==> src/rtl/mem_stage_pkg.sv <==
// mem_stage_pkg: memory-op codes, FSM states and op decode helpers for the MEM stage.
package mem_stage_pkg;
   localparam logic [3:0] MEM_NOP = 4'd0;
   localparam logic [3:0] MEM_LB  = 4'd1;
   localparam logic [3:0] MEM_LH  = 4'd2;
   localparam logic [3:0] MEM_LW  = 4'd3;
   localparam logic [3:0] MEM_LBU = 4'd4;
   localparam logic [3:0] MEM_LHU = 4'd5;
   localparam logic [3:0] MEM_SB  = 4'd6;
   localparam logic [3:0] MEM_SH  = 4'd7;
   localparam logic [3:0] MEM_SW  = 4'd8;
   typedef enum logic {MEM_IDLE, MEM_ACC} mem_state_e;
   function automatic logic [2:0] op_bytes(input logic [3:0] op);
      return (op == MEM_LW || op == MEM_SW) ? 3'd4 :
             (op == MEM_LH || op == MEM_LHU || op == MEM_SH) ? 3'd2 : 3'd1;
   endfunction
   function automatic logic op_store(input logic [3:0] op);
      return op == MEM_SB || op == MEM_SH || op == MEM_SW;
   endfunction
endpackage

==> src/rtl/mem_stage_load_extend.sv <==
// mem_stage_load_extend: sign/zero extension of assembled load bytes.
module mem_stage_load_extend
   import mem_stage_pkg::*;
(
   input  logic [31:0] raw,
   input  logic [3:0]  op,
   output logic [31:0] res
);
   assign res = op == MEM_LB  ? {{24{raw[7]}}, raw[7:0]} :
                op == MEM_LH  ? {{16{raw[15]}}, raw[15:0]} :
                op == MEM_LBU ? {24'd0, raw[7:0]} :
                op == MEM_LHU ? {16'd0, raw[15:0]} : raw;
endmodule

==> src/rtl/mem_stage.sv <==
// mem_stage: byte-serial little-endian load/store stage with pipeline stall and MEM/WB register.
module mem_stage
   import mem_stage_pkg::*;
#(
   parameter int MEM_ADDR_W = 32
) (
   input  logic                  clk,
   input  logic                  rst,
   input  logic [4:0]            wd_i,
   input  logic                  wreg_i,
   input  logic [31:0]           wdata_i,
   input  logic [3:0]            mem_op_i,
   input  logic [31:0]           mem_addr_i,
   input  logic [31:0]           mem_sdata_i,
   input  logic                  mem_gnt_i,
   input  logic [7:0]            mem_din_i,
   output logic                  mem_req_o,
   output logic [MEM_ADDR_W-1:0] mem_a_o,
   output logic [7:0]            mem_dout_o,
   output logic                  mem_wr_o,
   output logic                  stallreq_o,
   output logic [4:0]            wd_o,
   output logic                  wreg_o,
   output logic [31:0]           wdata_o
);
   mem_state_e st, st_nx;
   logic [2:0] cnt, cnt_nx, n;
   logic [31:0] asm_buf, asm_full, ld_res, a_full;
   logic [4:0] byte_idx, cap_idx;
   logic is_mem, is_st, issue, done;
   assign is_mem = mem_op_i != MEM_NOP;
   assign is_st = op_store(mem_op_i);
   assign n = op_bytes(mem_op_i);
   assign a_full = mem_addr_i + {29'd0, cnt};
   assign byte_idx = {cnt[1:0], 3'b000};
   // In ACC, mem_din_i holds the byte issued the previous cycle (index cnt-1).
   assign cap_idx = {cnt[1:0] - 2'd1, 3'b000};
   assign issue = !rst && mem_gnt_i && is_mem && cnt < n;
   assign done = is_mem && (is_st ? issue && cnt == n - 3'd1 : st == MEM_ACC && cnt == n);
   always_comb begin
      asm_full = asm_buf;
      asm_full[cap_idx +: 8] = mem_din_i;
   end
   mem_stage_load_extend u_ext (.raw(asm_full), .op(mem_op_i), .res(ld_res));
   always_ff @(posedge clk) begin
      if (rst) begin
         st <= MEM_IDLE;
         cnt <= 3'd0;
      end else begin
         st <= st_nx;
         cnt <= cnt_nx;
      end
   end
   always_comb begin
      st_nx = done ? MEM_IDLE : issue ? MEM_ACC : st;
      cnt_nx = done ? 3'd0 : issue ? cnt + 3'd1 : cnt;
   end
   always_comb begin
      mem_req_o = !rst && (is_mem || st == MEM_ACC);
      stallreq_o = !rst && is_mem && !done;
      mem_wr_o = issue && is_st;
      mem_a_o = issue ? a_full[MEM_ADDR_W-1:0] : '0;
      mem_dout_o = (issue && is_st) ? mem_sdata_i[byte_idx +: 8] : 8'd0;
   end
   always_ff @(posedge clk) begin
      if (rst) begin
         asm_buf <= 32'd0;
         wd_o <= 5'd0;
         wreg_o <= 1'b0;
         wdata_o <= 32'd0;
      end else begin
         if (st == MEM_ACC && !is_st) asm_buf[cap_idx +: 8] <= mem_din_i;
         wd_o <= stallreq_o ? 5'd0 : wd_i;
         wreg_o <= stallreq_o ? 1'b0 : wreg_i;
         wdata_o <= stallreq_o ? 32'd0 : !is_mem ? wdata_i : is_st ? 32'd0 : ld_res;
      end
   end
   // Grant is guaranteed held for the whole access once issued.
   a_gnt_held: assert property (@(posedge clk) disable iff (rst) st == MEM_ACC |-> mem_gnt_i);
endmodule

==> config.mk <==
export PLATFORM = sky130hd
export DESIGN_NAME = mem_stage
export DESIGN_NICKNAME = d
export VERILOG_FILES = /design/src/rtl/mem_stage_pkg.sv /design/src/rtl/mem_stage_load_extend.sv /design/src/rtl/mem_stage.sv
export SDC_FILE = /design/constraint.sdc
export NUM_CORES = 1
export LEC_CHECK = 0
export BUFFER_PORTS_ARGS = -buffer_cell sky130_fd_sc_hd__buf_4
export CAP_MARGIN = 0
export CORE_AREA = 2 2 113 104
export CTS_BUF_LIST = sky130_fd_sc_hd__clkbuf_4
export DETAILED_ROUTE_END_ITERATION = 12
export DIE_AREA = 0 0 115 106
export GPL_ROUTABILITY_DRIVEN = 0
export PLACE_DENSITY = 0.73
export SYNTH_ARGS = -nofsm -noshare
export SYNTH_HDL_FRONTEND = slang
export SYNTH_SLANG_ARGS = --single-unit
==> constraint.sdc <==
create_clock -name clk -period 6.8 [get_ports clk]
set_input_delay 1.02 -clock clk [delete_from_list [all_inputs] [get_ports clk]]
set_output_delay 1.02 -clock clk [all_outputs]
set_load 0.1 [all_outputs]
==> flow_summary_export.csv <==
group,metric,value,unit
worst_setup_path,crit_type,"input pin to output port",
timing,fin_setup_tns,0,ns
placed_design,dp_hpwl,11000,µm
cells_and_area,multiInputGateArea,0.00317,mm²
worst_setup_path,critPathBufInv,2,
yosys,yosysSeqAreaShare,30.5,%
timing,worst_clock_skew,0.0144,ns
power,p_sw,0.405,mW
outcome,status,"finished clean",
power,p_comb_share,33.7,%
drt,antenna_left,0,
timing,final.min_clock_period,4.72,ns
power,peakVddDrop,61.0,µV
cts,cts_root_buffer,"clkbuf_4",
worst_hold_path,holdCritPathClass,"register to register",
cells_and_area,drive_gt1_share,33.9,%
worst_setup_path,cpPeakStageDelay,0.51,ns
worst_setup_path,startpoint,"mem_op_i[0]",
drt,firstDrtPassIters,5,
yosys,synthCells,581,
power,p_int,0.668,mW
power,leakage,2.75,nW
cells_and_area,seqCellArea,0.00148,mm²
timing,relSlewSlack,23.9,%
worst_setup_path,slowest_stage,"or4_1",
cts,cts_hold_buf,0,
cells_and_area,area_growth,33.7,%
worst_setup_path,cp-start-kind,"input pin",
cts,tritoncts,"done",
floorplanning,num_io_pins,198,
cells_and_area,fill_cells,1015,
worst_hold_path,hp-start,"asm_buf[15]",
timing,finalCritPeriodShare,69.4,%
grt,antenna_found_initial,0,
cts,cts_buffer_depth,2,
worst_setup_path,reg2reg_depth,7,
cts,path_clk_slew,0.11,ns
floorplanning,rows,37,
worst_setup_path,arrival,3.70,ns
grt,grt-ovfl-total,0,
floorplanning,start_util,43.7,%
drt,drtIter0Drc,397,
timing,finalSetupViolCount,0,
drt,viasPerCell,5.75,
worst_setup_path,crit_fanout,33,
cells_and_area,nets,882,
cts,insertion_delay,0.44,ns
yosys,yosys_most_used_dff,"dfxtp_1",
timing,drv_slew,0,
yosys,ys_seq_elements,74,
timing,max_freq,0.212,GHz
yosys,synth_edf_count,0,
grt,grt_max_degree,75,
worst_setup_path,worstSetupPathDepth,10,
placed_design,port_buffers,197,
yosys,ys_types,59,
drt,routedWlPerCell,16.6,µm
drt,drc,0,
placed_design,dpl_cell_area,0.00636,mm²
floorplanning,dieWidth,115,µm
cells_and_area,final_cell_mix,"buf_4 (200), nor2_1 (81), dfxtp_1 (74)",
yosys,ys_warn_count,0,
yosys,syn_avg_cell_area,8.35,µm²
power,power.density,165,mW/mm²
cells_and_area,insertedDiodeCount,0,
cts,clock-sinks,74,
cts,h-tree-depth,3,
power,sequentialPowerShare,41.9,%
timing,finalHoldViolCount,0,
worst_setup_path,crit_path_end,"mem_a_o[30]",
job,drv_cap,0,
worst_setup_path,r2r-end,"wdata_o[19]",
yosys,syn_nets,711,
worst_setup_path,r2r_slack,2.96,ns
worst_setup_path,reg2reg_from,"cnt[0]",
grt,grt_use_total,23.2,%
worst_setup_path,required,5.78,ns
yosys,async_reset_ff_share,0,%
cts,cts_resized,0,
worst_setup_path,crit_chain,"buf_4 -> or3_1 -> a21o_1 -> ha_1 -> nor2b_1 -> o21ai_0 -> nand3_1 -> or4_1 -> o21ai_0 -> buf_4",
power,p_clk_share,24.4,%
cells_and_area,final_common_cell,"buf_4",
floorplanning,die_h,106,µm
power,swShare,37.7,%
floorplanning,die_area,0.0122,mm²
cts,cts_buffers,9,
grt,grt_pass1_wl,23200,µm
timing,rsz0062_at_grt,"false",
worst_setup_path,endpoint_kind,"output port",
cells_and_area,design_area,0.00649,mm²
yosys,syn_area,0.00485,mm²
grt,grt_pass1_vias,4847,
floorplanning,coreArea,0.0111,mm²
drt,drt_wl_total,14800,µm
worst_setup_path,cpLargestDelayFamily,"simple AND/OR/NAND/NOR gates",
drt,route.vias.total,5131,
timing,worst_pin_slew,1.14,ns
cts,cts_setup_buffers,0,
[cell families after synthesis]
| group | after synthesis | synth area share [%] |
|---|---|---|
| simple gates | 248 | 28.1 |
| fa+ha+maj | 13 | 3.51 |
| flops | 74 | 30.5 |
| compound gates | 154 | 23.2 |
| xor+xnor | 24 | 4.49 |
| buf+inv | 50 | 4.41 |
| mux | 18 | 5.83 |
[state kept, by name, summed over array words and instances, names as in the netlist]
| signal | flops |
|---|---|
| wdata_o | 32 |
| wreg_o | 1 |
| asm_buf | 32 |
| cnt | 3 |
| st | 1 |
| wd_o | 5 |
[layout make-up]
cell class,count,area share [%]
repair buffers,200,23.1
clock buffers,9,1.04
clock inverters,6,0.906
well taps,136,2.62
multi-input cells,457,48.9
inverters,10,0.578
flip-flops and latches,74,22.8
[Yosys cell counts (all sizes together) (6+ instances only)]
library cell / count / share of area (%)
and2: 18 / 2.3
inv: 10 / 0.77
a31oi: 9 / 1.2
dfxtp: 74 / 31
a22oi: 23 / 3.6
nor3b: 8 / 1.2
nor2: 81 / 6.3
ha: 12 / 3.1
xnor2: 12 / 2.3
buf: 12 / 1.5
clkbuf: 28 / 2.2
nor3: 21 / 3.4
a21o: 11 / 1.7
o21ai: 27 / 2.9
nand4: 9 / 1.3
a211oi: 17 / 3.7
a221o: 16 / 3.3
xor2: 12 / 2.2
mux2i: 8 / 1.7
nand2: 19 / 1.5
o22ai: 7 / 0.90
or3: 8 / 1.0
a222oi: 7 / 1.4
mux4: 8 / 3.7
and3: 6 / 0.77
nor2b: 26 / 3.4
a21oi: 28 / 3.0
nand3: 30 / 3.1
[per-layer routing]
layer	routed length, µm	GRT usage, %	vias up
met4	431	8.86	0
met2	6910	38.5	232
li1	-	-	2502
met1	6320	29.4	2367
met3	1130	5.07	30
met5	0	0	-
[worst register-to-register path: cells and delay by family, from the launching register on]
kind | cells | cell delay [ns]
AOI/OAI and AO/OA | 3 | 1.00
and+or+nand+nor | 2 | 1.05
adders and majority gates | 1 | 0.50
buffers and inverters | 1 | 0.28
DFF | 1 | 0.94
[metrics by stage]
| step | hold WS [ns] | setup WS [ns] | std cells | utilization [%] | total power [mW] |
|---|---|---|---|---|---|
| 4_1_cts | 0.458 | 2.11 | 892 | 58.4 | 1.07 |
| 3_5_place_dp | 0.442 | 2.13 | 877 | 57.3 | 0.818 |
| 5_1_grt | 0.509 | 1.91 | 892 | 58.4 | 1.12 |
| 2_1_floorplan | 0.432 | 0.200 | 581 | - | 0.701 |
| 3_3_place_gp | 0.441 | 2.18 | 877 | 57.3 | 0.812 |
| 6_report | 0.461 | 2.08 | 892 | 58.4 | 1.07 |
[power by group through the flow]
stage | clock network, mW | registers (mW) | logic, mW
finish | 0.262 | 0.449 | 0.361
global route | 0.284 | 0.451 | 0.383
CTS | 0.265 | 0.450 | 0.360
detailed placement | 0 | 0.459 | 0.358
global placement | 0 | 0.459 | 0.352
floorplan | 0 | 0.472 | 0.229
[how the worst min path moves through the flow]
| stage | end | slack, ns | cells past startpoint |
|---|---|---|---|
| 4_1_cts | asm_buf[15] | 0.46 | 2 |
| 6_report | asm_buf[15] | 0.46 | 2 |
| 3_5_place_dp | asm_buf[15] | 0.44 | 2 |
| 5_1_grt | asm_buf[15] | 0.51 | 2 |
| 2_1_floorplan | asm_buf[15] | 0.43 | 2 |
| 3_3_place_gp | asm_buf[15] | 0.44 | 2 |
Note: power is estimated with default switching activity, not from simulation.
